<file path="config.mk">
export PLATFORM = sky130hd
export DESIGN_NAME = ps2_dev_tx
export DESIGN_NICKNAME = d
export VERILOG_FILES = /design/src/rtl/ps2_pkg.sv /design/src/rtl/ps2_sync.sv /design/src/rtl/ps2_dev_tx.sv
export SDC_FILE = /design/constraint.sdc
export NUM_CORES = 1
export LEC_CHECK = 0
export BUFFER_PORTS_ARGS = -buffer_cell sky130_fd_sc_hd__buf_2
export CAP_MARGIN = 10
export CORE_ASPECT_RATIO = 2
export CORE_MARGIN = 4
export CORE_UTILIZATION = 54
export DETAILED_ROUTE_END_ITERATION = 10
export MAX_ROUTING_LAYER = met4
export PLACE_DENSITY = 0.75
export SETUP_SLACK_MARGIN = 0.2
export SYNTH_ARGS = -nofsm -noshare
export SYNTH_HDL_FRONTEND = slang
export SYNTH_SLANG_ARGS = --single-unit
export TNS_END_PERCENT = 5
</file>
<file path="constraint.sdc">
create_clock -name clock_50 -period 2.16 [get_ports clock_50]
set_input_delay 0.216 -clock clock_50 [delete_from_list [all_inputs] [get_ports clock_50]]
set_output_delay 0.216 -clock clock_50 [all_outputs]
set_load 0.01 [all_outputs]
</file>
<file path="src/rtl/ps2_pkg.sv">
// Shared definitions for the PS/2 device-to-host transmitter: FSM states,
// frame geometry, parameter defaults and the frame-builder helper.
package ps2_pkg;

    localparam int PS2_FRAME_BITS   = 11;
    localparam int PS2_CLK_HALF_DEF = 2000;
    localparam int PS2_GAP_CYC_DEF  = 4000;

    localparam logic [2:0] ST_IDLE    = 3'd0;
    localparam logic [2:0] ST_HIGH    = 3'd1;
    localparam logic [2:0] ST_LOW     = 3'd2;
    localparam logic [2:0] ST_INHIBIT = 3'd3;
    localparam logic [2:0] ST_GAP     = 3'd4;

    typedef enum logic [2:0] {
        IDLE    = ST_IDLE,
        HIGH    = ST_HIGH,
        LOW     = ST_LOW,
        INHIBIT = ST_INHIBIT,
        GAP     = ST_GAP
    } ps2_state_e;

    // Bit 0 goes on the wire first: start 0, data LSB first, odd parity, stop 1.
    function automatic logic [PS2_FRAME_BITS-1:0] ps2_frame(input logic [7:0] data);
        return {1'b1, ~(^data), data, 1'b0};
    endfunction

endpackage

</file>
<file path="src/rtl/ps2_sync.sv">
// Two-flop synchronizer for the open-collector PS/2 clock line; resets to the
// released (high) level so a reset never looks like a host inhibit.
module ps2_sync (
    input  logic clock_50,
    input  logic reset,
    input  logic d,
    output logic q
);

    logic meta;

    always_ff @(posedge clock_50) begin
        if (reset) begin
            meta <= 1'b1;
            q    <= 1'b1;
        end else begin
            meta <= d;
            q    <= meta;
        end
    end

endmodule

</file>
<file path="src/rtl/ps2_dev_tx.sv">
// PS/2 device-side byte transmitter: generates the 11-bit frame with its own
// clock, backs off on host inhibit and retries the same byte after the line idles.
module ps2_dev_tx
    import ps2_pkg::*;
#(
    parameter int CLK_HALF = PS2_CLK_HALF_DEF,
    parameter int GAP_CYC  = PS2_GAP_CYC_DEF
) (
    input  logic       clock_50,
    input  logic       reset,
    input  logic [7:0] tx_data,
    input  logic       tx_valid,
    output logic       tx_ready,
    input  logic       ps2_clk_in,
    output logic       ps2_clk_oe,
    output logic       ps2_dat_oe,
    output logic       busy,
    output logic       tx_abort
);

    localparam logic [11:0] HALF_LAST = 12'(CLK_HALF - 1);
    localparam logic [15:0] GAP_LAST  = 16'(GAP_CYC - 1);
    localparam logic [3:0]  LAST_BIT  = 4'(PS2_FRAME_BITS - 1);

    ps2_state_e                state;
    logic [7:0]                data_q;
    logic [3:0]                bit_idx;
    logic [11:0]               half_cnt;
    logic [15:0]               gap_cnt;
    logic                      clk_sync;
    logic [PS2_FRAME_BITS-1:0] frame;
    logic                      inhibit;

    ps2_sync u_sync (
        .clock_50 (clock_50),
        .reset    (reset),
        .d        (ps2_clk_in),
        .q        (clk_sync)
    );

    // The synchronizer needs a few cycles to see our own release of the clock,
    // so a low line only counts as a host inhibit late in the HIGH half.
    assign frame   = ps2_frame(data_q);
    assign inhibit = (state == HIGH) && !clk_sync && (half_cnt >= 12'd3);

    always_ff @(posedge clock_50) begin
        if (reset) begin
            state    <= IDLE;
            data_q   <= 8'd0;
            bit_idx  <= 4'd0;
            half_cnt <= 12'd0;
            gap_cnt  <= 16'd0;
            tx_abort <= 1'b0;
        end else begin
            tx_abort <= 1'b0;
            case (state)
                IDLE: begin
                    if (tx_valid) begin
                        data_q   <= tx_data;
                        bit_idx  <= 4'd0;
                        half_cnt <= 12'd0;
                        state    <= HIGH;
                    end
                end
                HIGH: begin
                    if (inhibit) begin
                        tx_abort <= 1'b1;
                        half_cnt <= 12'd0;
                        gap_cnt  <= 16'd0;
                        state    <= INHIBIT;
                    end else if (half_cnt == HALF_LAST) begin
                        half_cnt <= 12'd0;
                        state    <= LOW;
                    end else begin
                        half_cnt <= half_cnt + 12'd1;
                    end
                end
                LOW: begin
                    if (half_cnt == HALF_LAST) begin
                        half_cnt <= 12'd0;
                        if (bit_idx == LAST_BIT) begin
                            gap_cnt <= 16'd0;
                            state   <= GAP;
                        end else begin
                            bit_idx <= bit_idx + 4'd1;
                            state   <= HIGH;
                        end
                    end else begin
                        half_cnt <= half_cnt + 12'd1;
                    end
                end
                // Any low sample restarts the idle count; the byte is kept for the retry.
                INHIBIT: begin
                    if (!clk_sync) begin
                        gap_cnt <= 16'd0;
                    end else if (gap_cnt == GAP_LAST) begin
                        gap_cnt  <= 16'd0;
                        bit_idx  <= 4'd0;
                        half_cnt <= 12'd0;
                        state    <= HIGH;
                    end else begin
                        gap_cnt <= gap_cnt + 16'd1;
                    end
                end
                GAP: begin
                    if (gap_cnt == GAP_LAST) begin
                        gap_cnt <= 16'd0;
                        state   <= IDLE;
                    end else begin
                        gap_cnt <= gap_cnt + 16'd1;
                    end
                end
                default: state <= IDLE;
            endcase
        end
    end

    always_comb begin
        tx_ready   = (state == IDLE);
        busy       = (state != IDLE);
        ps2_clk_oe = (state == LOW);
        ps2_dat_oe = ((state == HIGH) || (state == LOW)) && !frame[bit_idx];
    end

endmodule

</file>
==> flow_metrics.tcl, run 1 <==
set metrics [dict create \
    gp_congestion 0.9420 \
    via_count 2625 \
    multi_input_area_um2 1644 \
    area.sequential_um2 925.9 \
    drc 0 \
    synth_edf_count 0 \
    leakagePower_nw 1.129 \
    synth.top_cells.by_count "dfxtp_1 (46), nand2_1 (40), a21oi_1 (22)" \
    grt_pass1_vias 2616 \
    h-tree-depth 2 \
    drtIter0Drc 98 \
    syn_area_um2 2619 \
    worstMarginPinSlew_ps 602.7 \
    maxCapViolCount 0 \
    cts_buffer_depth 2 \
    cp_max_fo 4 \
    setup_ws_ps 40.28 \
    p_per_area_nw_per_um2 521.8 \
    yosysMostFrequentCell "dfxtp_1" \
    route.antenna.remaining_nets 0 \
    cts_sinks 46 \
    ys_seq_area_frac 0.3516 \
    relSlewSlack 0.5939 \
    crit_required_ps 2350 \
    start_util 0.5642 \
    place_hpwl_um 5000 \
    synth.avg_cell_area_um2 8.314 \
    finalHoldViolations 0 \
    reg2reg_depth 6 \
    dieArea_um2 6095 \
    finalClockSkew_ps 8.057 \
    insertion_delay_ps 300 \
    clk_pin_slew_ps 90 \
    hold_buffers 0 \
    min_path_type "in -> reg" \
    grtUsageTotal 0.2396 \
    rsz0062_at_grt "yes" \
    num-nets-final 383 \
    crit_arrival_ps 2310 \
    synth_seq_cells 46 \
    synth_fp_nets 331 \
    cts_tree "yes" \
    synth_ff_type "dfxtp_1" \
    start_kind "register" \
    grt_overflow 0 \
    ioPinCount 17 \
    wl_per_cell_um 16.19 \
    hold_ws_ps 94.76 \
    antenna_found_initial 0 \
    die_w_um 57.24 \
    ctsRootBufferMaster "clkbuf_8" \
    syn_to_final_growth_pct 22.60 \
    diodes 0 \
    async_flop_share 0 \
    worstHoldPathCells 2 \
    ys_warn_count 0 \
    post-place-ws_ps -89.56 \
    synth_cell_type_count 61 \
    fin_crit_sh 0.9814 \
    vias_per_cell 6.206 \
    first_pass_iters 4 \
    design.core.area_um2 4642 \
    rows 35 \
    port-buffer-count 16 \
    grt_max_degree 22 \
    fin_crit_ps 2120 \
    drv_slew 0 \
    drive_gt1_frac 0.2636 \
    syn_inst 315 \
    end_kind "register" \
    die-height_um 106.5 \
    ir_drop_mv 0.5506 \
    grt_first_pass_wirelength_um 11560 \
    n_fill_cell 402 \
    critPathKind "reg -> reg" \
    synth_top_area_cell "dfxtp_1" \
    setup_viol 0 \
    synth_top_area_frac 0.3516 \
    status "completed" \
    fmax_ghz 0.4718 \
    synth.area.top_cells "dfxtp_1 (35%), nand2_1 (5.7%), a21oi_1 (4.2%)" \
    cts_buffers 5 \
    wirelength_um 6850 \
]
-- critical path: stages (launching register included) --
cell and delay (ps):
dfxtp_1 320, inv_1 80, ha_1 170, nand4b_1 230
o41ai_1 530, o21ai_0 320, o221a_2 370
-- cells in the final DEF (no fill, tap or decap), types with 4 or more instances in the layout --
cell	n
nor2_1	21
nor3_1	11
buf_4	37
or2_2	5
inv_1	9
o211ai_1	4
a311oi_1	10
dfxtp_1	42
o21ai_0	13
nor4_1	4
xor2_1	5
buf_2	17
nand4_1	6
nand2_1	40
dfxtp_2	4
nand3_1	13
xnor2_1	6
a21oi_1	21
buf_6	4
and4_1	5
mux2i_1	5
a31oi_1	7
or3_1	6
clkbuf_8	5
-- registers in the layout, summed over array words and instances, names as in the netlist --
name and cells:
tx_abort 1, half_cnt 12, gap_cnt 16, u_sync.meta 1, data_q 8, bit_idx 4
u_sync.q 1, state 3
-- logic make-up after synthesis --
logic type | count (synthesis) | share of synthesized area
flip-flops | 46 | 0.3516
adder cells (fa/ha/maj) | 4 | 0.01911
AND/OR/NAND/NOR | 136 | 0.2809
AO/OA/AOI/OAI | 87 | 0.2289
XOR/XNOR | 13 | 0.04348
buffers and inverters | 23 | 0.04826
multiplexers | 6 | 0.02771
-- worst paths after layout --
path	endpoint	from	slack, ps
worst min-delay path	u_sync.meta$_SDFF_PP1_	ps2_clk_in	90
worst max register to register	gap_cnt[6]$_SDFFE_PP0P_	bit_idx[0]$_SDFFE_PP0P_	40
worst max-delay path	gap_cnt[6]$_SDFFE_PP0P_	bit_idx[0]$_SDFFE_PP0P_	40
worst min register to register	u_sync.q$_SDFF_PP1_	u_sync.meta$_SDFF_PP1_	430
-- final cells by class --
type	count	area share
well taps	55	0.02143
clock inverters	2	0.01169
repair buffers	59	0.1333
clock buffers	6	0.02260
flip-flops and latches	46	0.2884
multi-input cells	246	0.5121
inverters	9	0.01052
-- power breakdown --
part,total (mW),switching [mW],internal (mW),leakage (nW)
clock,0.647,0.302,0.346,0.0514
combinational,0.150,0.0820,0.0676,0.703
sequential,0.878,0.0158,0.863,0.375
total,1.68,0.399,1.28,1.13
-- per-layer routing --
layer,GRT usage,wire [um],part of all wire
met1,0.2474,2629,0.38
met3,0.03281,163,0.024
met2,0.4133,3671,0.54
met4,0.1526,386,0.056
met5,-,0,0
-- stage by stage --
step / instances / total power, mW / TNS [ps] / utilization / instance area [um^2]
after CTS: 416 / 1.673 / 0 / 0.6604 / 3065
after global placement: 408 / 1.035 / -83.85 / 0.6358 / 2952
after global routing: 423 / 1.740 / -337.7 / 0.6916 / 3211
after detailed placement: 408 / 1.039 / -732.7 / 0.6358 / 2952
final: 423 / 1.675 / 0 / 0.6916 / 3211
after floorplan: 315 / 0.9896 / 0 / - / 2625
-- repair_timing --
item | in CTS | in global routing
resized for setup | 1 | 24
pin swaps | 0 | 11
endpoints found under the setup margin | 29 | 35
buffers inserted | 0 | 7
Power figures use the tool's default switching activity.
==> run 2: changes to the inputs <==
Settings changed: CORE_MARGIN 4 to 3.
==> flow_metrics.tcl, run 2 (same netlist as run 1, synthesis figures left out) <==
set metrics [dict create \
    status "completed" \
    rows 35 \
    hold_ws_ps 93.80 \
    p_per_area_nw_per_um2 564.2 \
    cp_top_family "simple AND/OR/NAND/NOR gates" \
    slowest_delay_ps 580 \
    finalHoldViolations 0 \
    p_comb_frac 0.080 \
    via_count 2611 \
    mostFrequentLayoutCells "dfxtp_1 (41), nand2_1 (40), buf_4 (35)" \
    wirelength_um 6951 \
    gp_congestion 0.9569 \
    cp_max_fo 6 \
    port-buffer-count 16 \
    rsz0062_at_grt "yes" \
    drv_slew 0 \
    grt_first_pass_wirelength_um 12000 \
    setup_viol 0 \
    fin_util 0.6941 \
    slowest_stage "or4_1" \
    ctsRootBufferMaster "clkbuf_8" \
    design.core.area_um2 4642 \
    die_w_um 55.24 \
    clk_pin_slew_ps 90 \
    drive_gt1_frac 0.2637 \
    intPower_mw 1.422 \
    maxCapViolCount 0 \
    fmax_ghz 0.4709 \
    cts_tree "yes" \
    relSlewSlack 0.6591 \
    h-tree-depth 2 \
    crit_required_ps 2400 \
    cts_sinks 46 \
    area.sequential_um2 927.1 \
    worstMarginPinSlew_ps 507.5 \
    dieArea_um2 5772 \
    wl_per_cell_um 16.59 \
    switching_power_uw 395.8 \
    vias_per_cell 6.232 \
    start_kind "register" \
    grtUsageTotal 0.2598 \
    end_kind "register" \
    finalClockSkew_ps 7.661 \
    place_hpwl_um 5030 \
    multi_input_area_um2 1662 \
    num-nets-final 379 \
    seqPwrFrac 0.484 \
    cts_buffers 5 \
    crit_cells 5 \
    min_path_type "in -> reg" \
    largest-register "gap_cnt" \
    leakagePower_nw 1.132 \
    reg2reg_depth 5 \
    ioPinCount 17 \
    p_total_mw 1.818 \
    first_pass_iters 5 \
    antenna_found_initial 0 \
    ir_drop_mv 0.4978 \
    post-place-cells 404 \
    cts_buffer_depth 2 \
    clockPowerShare 0.435 \
    die-height_um 104.5 \
    grt_max_degree 22 \
    layout_commonest_cell "dfxtp_1" \
    diodes 0 \
    grt_overflow 0 \
    drc 0 \
    crit_arrival_ps 2360 \
    fin_crit_ps 2124 \
    n_fill_cell 400 \
    critPathKind "reg -> reg" \
    worstHoldPathCells 2 \
    reg.largest.list "gap_cnt x16, half_cnt x12, data_q x8" \
    drtIter0Drc 137 \
    largest_register_ffs 16 \
    crit_path_cell_trace "nor3_1 -> nand4_1 -> or4_1 -> o32a_1 -> o21ai_0" \
    rrSetupSlack_ps 40 \
    cp.buffers_inverters 0 \
    route.antenna.remaining_nets 0 \
    insertion_delay_ps 300 \
    final_cells 419 \
    grt_pass1_vias 2557 \
    fin_crit_sh 0.9832 \
    start_util 0.5642 \
    switching_share 0.2177 \
    syn_to_final_growth_pct 23.03 \
]
## run 2: power by group through the flow
stage	clock network (mW)	registers [mW]	logic, mW
CTS	0.799	0.879	0.139
global route	0.827	0.883	0.163
finish	0.791	0.880	0.146
global placement	0	0.899	0.133
detailed placement	0	0.899	0.136
floorplan	0	0.894	0.0959
## run 2: through the flow
step                setup WS [ps]  setup TNS (ps)  area (um^2)
global placement            8.891               0         2922
finish                      36.23               0         3222
CTS                         34.75               0         3068
global route               -111.4          -572.5         3222
detailed placement         -84.40          -449.2         2922
floorplan                   203.6               0         2625
## run 2: final timing paths
kind                                               start                 endpoint
worst min register to register    u_sync.meta$_SDFF_PP1_      u_sync.q$_SDFF_PP1_
worst max-delay path            half_cnt[5]$_SDFFE_PP0P_  bit_idx[3]$_SDFFE_PP0P_
worst max register to register  half_cnt[5]$_SDFFE_PP0P_  bit_idx[3]$_SDFFE_PP0P_
worst min-delay path                          ps2_clk_in   u_sync.meta$_SDFF_PP1_
## run 2: repair_timing
item / 4_1_cts / 5_1_grt
resized for setup: 1 / 22
endpoints found under the setup margin: 33 / 36
setup buffers: 0 / 7
hold buffers: 0 / 0
pin swaps: 0 / 13
## run 2: worst reg2reg max path, cell delays in order, from the launching register on
cell	delay (ps)
dfxtp_1	380
nor3_1	440
nand4_1	250
or4_1	580
o32a_1	350
o21ai_0	60
## run 2: metal layers
metal | wire length (um) | GRT usage
met2 | 3889 | 0.4653
met5 | 0 | -
met3 | 181 | 0.03727
met1 | 2597 | 0.2707
met4 | 282 | 0.1252
## run 2: final cells by class
class,instances,share of cell area
inverters,9,0.01049
well taps,55,0.02136
flip-flops and latches,46,0.2878
clock inverters,2,0.01864
repair buffers,55,0.1204
clock buffers,6,0.02563
multi-input cells,246,0.5157
==> run 3: changes to the inputs <==
Settings changed: SETUP_SLACK_MARGIN 0.2 to 0.05.
==> flow_metrics.tcl, run 3 (same netlist as run 1, synthesis figures left out) <==
set metrics [dict create \
    dieArea_um2 5772 \
    start_kind "register" \
    die_w_um 55.24 \
    route.antenna.remaining_nets 0 \
    cts_sinks 46 \
    fin_util 0.6911 \
    post-place-ws_ps -114.9 \
    layout_commonest_cell "dfxtp_1" \
    grtUsageTotal 0.2514 \
    p_per_area_nw_per_um2 568.3 \
    maxCapViolCount 0 \
    rrSetupSlack_ps 40 \
    setup_ws_ps 42.88 \
    largest-register "gap_cnt" \
    ir_drop_mv 0.6056 \
    relSlewSlack 0.6953 \
    cts_tree "yes" \
    mostFrequentLayoutCells "dfxtp_1 (44), nand2_1 (40), buf_4 (39)" \
    cp_max_fo 8 \
    via_count 2616 \
    ioPinCount 17 \
    largest_register_ffs 16 \
    drtIter0Drc 129 \
    start_util 0.5642 \
    syn_to_final_growth_pct 22.50 \
    final_area_um2 3208 \
    min_path_type "in -> reg" \
    insertion_delay_ps 300 \
    gp_congestion 0.9477 \
    die-height_um 104.5 \
    finalHoldViolations 0 \
    port-buffer-count 16 \
    drive_gt1_frac 0.2527 \
    clk_pin_slew_ps 90 \
    setup_viol 0 \
    finalClockSkew_ps 9.364 \
    post-place-cells 408 \
    grt_first_pass_wirelength_um 11570 \
    worstMarginPinSlew_ps 452.8 \
    reg.largest.list "gap_cnt x16, half_cnt x12, data_q x8" \
    leakagePower_nw 1.148 \
    critPathKind "reg -> reg" \
    hold_ws_ps 87.13 \
    grt_pass1_vias 2567 \
    post_dp_cell_area_um2 2945 \
    final_cells 423 \
    p_total_mw 1.823 \
    tns_ps 0 \
    first_pass_iters 4 \
    cts_buffers 5 \
    hold_buffers 0 \
    grt_overflow 0 \
    crit_required_ps 2400 \
    diodes 0 \
    end_kind "register" \
    drc 0 \
    rows 35 \
    grt_max_degree 22 \
    n_fill_cell 412 \
    ctsRootBufferMaster "clkbuf_8" \
    place_hpwl_um 5019 \
    status "completed" \
    wl_per_cell_um 16.41 \
    fin_crit_sh 0.9801 \
    fmax_ghz 0.4723 \
    crit_arrival_ps 2360 \
    antenna_found_initial 0 \
    wirelength_um 6942 \
    fin_crit_ps 2117 \
    cts_buffer_depth 2 \
    num-nets-final 383 \
    h-tree-depth 2 \
    vias_per_cell 6.184 \
    rsz0062_at_grt "yes" \
    design.core.area_um2 4642 \
    drv_slew 0 \
]
run 3: cell count changes in the layout (fill, tap and decap cells not counted), sizes merged:
cell / change
buf: +4
run 3: repair_timing:
action | 4_1_cts | 5_1_grt
buffers inserted | 0 | 7
pin swaps | 1 | 5
endpoints found under the hold margin | 0 | 0
resized for setup | 3 | 13
endpoints found under the setup margin | 12 | 19
run 3: cell type report:
type / instances / area [um^2] / share of cell area
inverters: 9 / 33.78 / 0.01053
flip-flops and latches: 46 / 923.4 / 0.2878
repair buffers: 59 / 417.9 / 0.1303
clock buffers: 6 / 82.58 / 0.02574
multi-input cells: 246 / 1622 / 0.5055
clock inverters: 2 / 60.06 / 0.01872
well taps: 55 / 68.82 / 0.02145
run 3: power by group:
part           total [mW]  switching, mW  leakage (nW)  internal, mW
Sequential          0.879         0.0167         0.374         0.863
Clock               0.798          0.304        0.0714         0.494
Combinational       0.146         0.0797         0.703        0.0666
run 3: layer usage:
metal | up-vias | track usage | part of all wire
met1 | 1236 | 0.2481 | 0.38
met4 | 0 | 0.1461 | 0.055
li1 | 1283 | - | -
met5 | - | - | 0
met2 | 66 | 0.4500 | 0.54
met3 | 31 | 0.04099 | 0.024
run 3: path summary, 6_finish.rpt:
kind | end | from | cells past startpoint
max | half_cnt[6]$_SDFFE_PP0P_ | gap_cnt[6]$_SDFFE_PP0P_ | 7
min | u_sync.meta$_SDFF_PP1_ | ps2_clk_in | 2
max reg2reg | half_cnt[6]$_SDFFE_PP0P_ | gap_cnt[6]$_SDFFE_PP0P_ | 7
min reg2reg | u_sync.q$_SDFF_PP1_ | u_sync.meta$_SDFF_PP1_ | 1
run 3: worst max-delay path, cell delays in order, from the launching register on:
cell and delay [ps]:
dfxtp_2 320, or4_4 540, nor4_4 330, buf_6 190
buf_4 130, o211ai_4 70, or3_1 340, a21oi_1 140
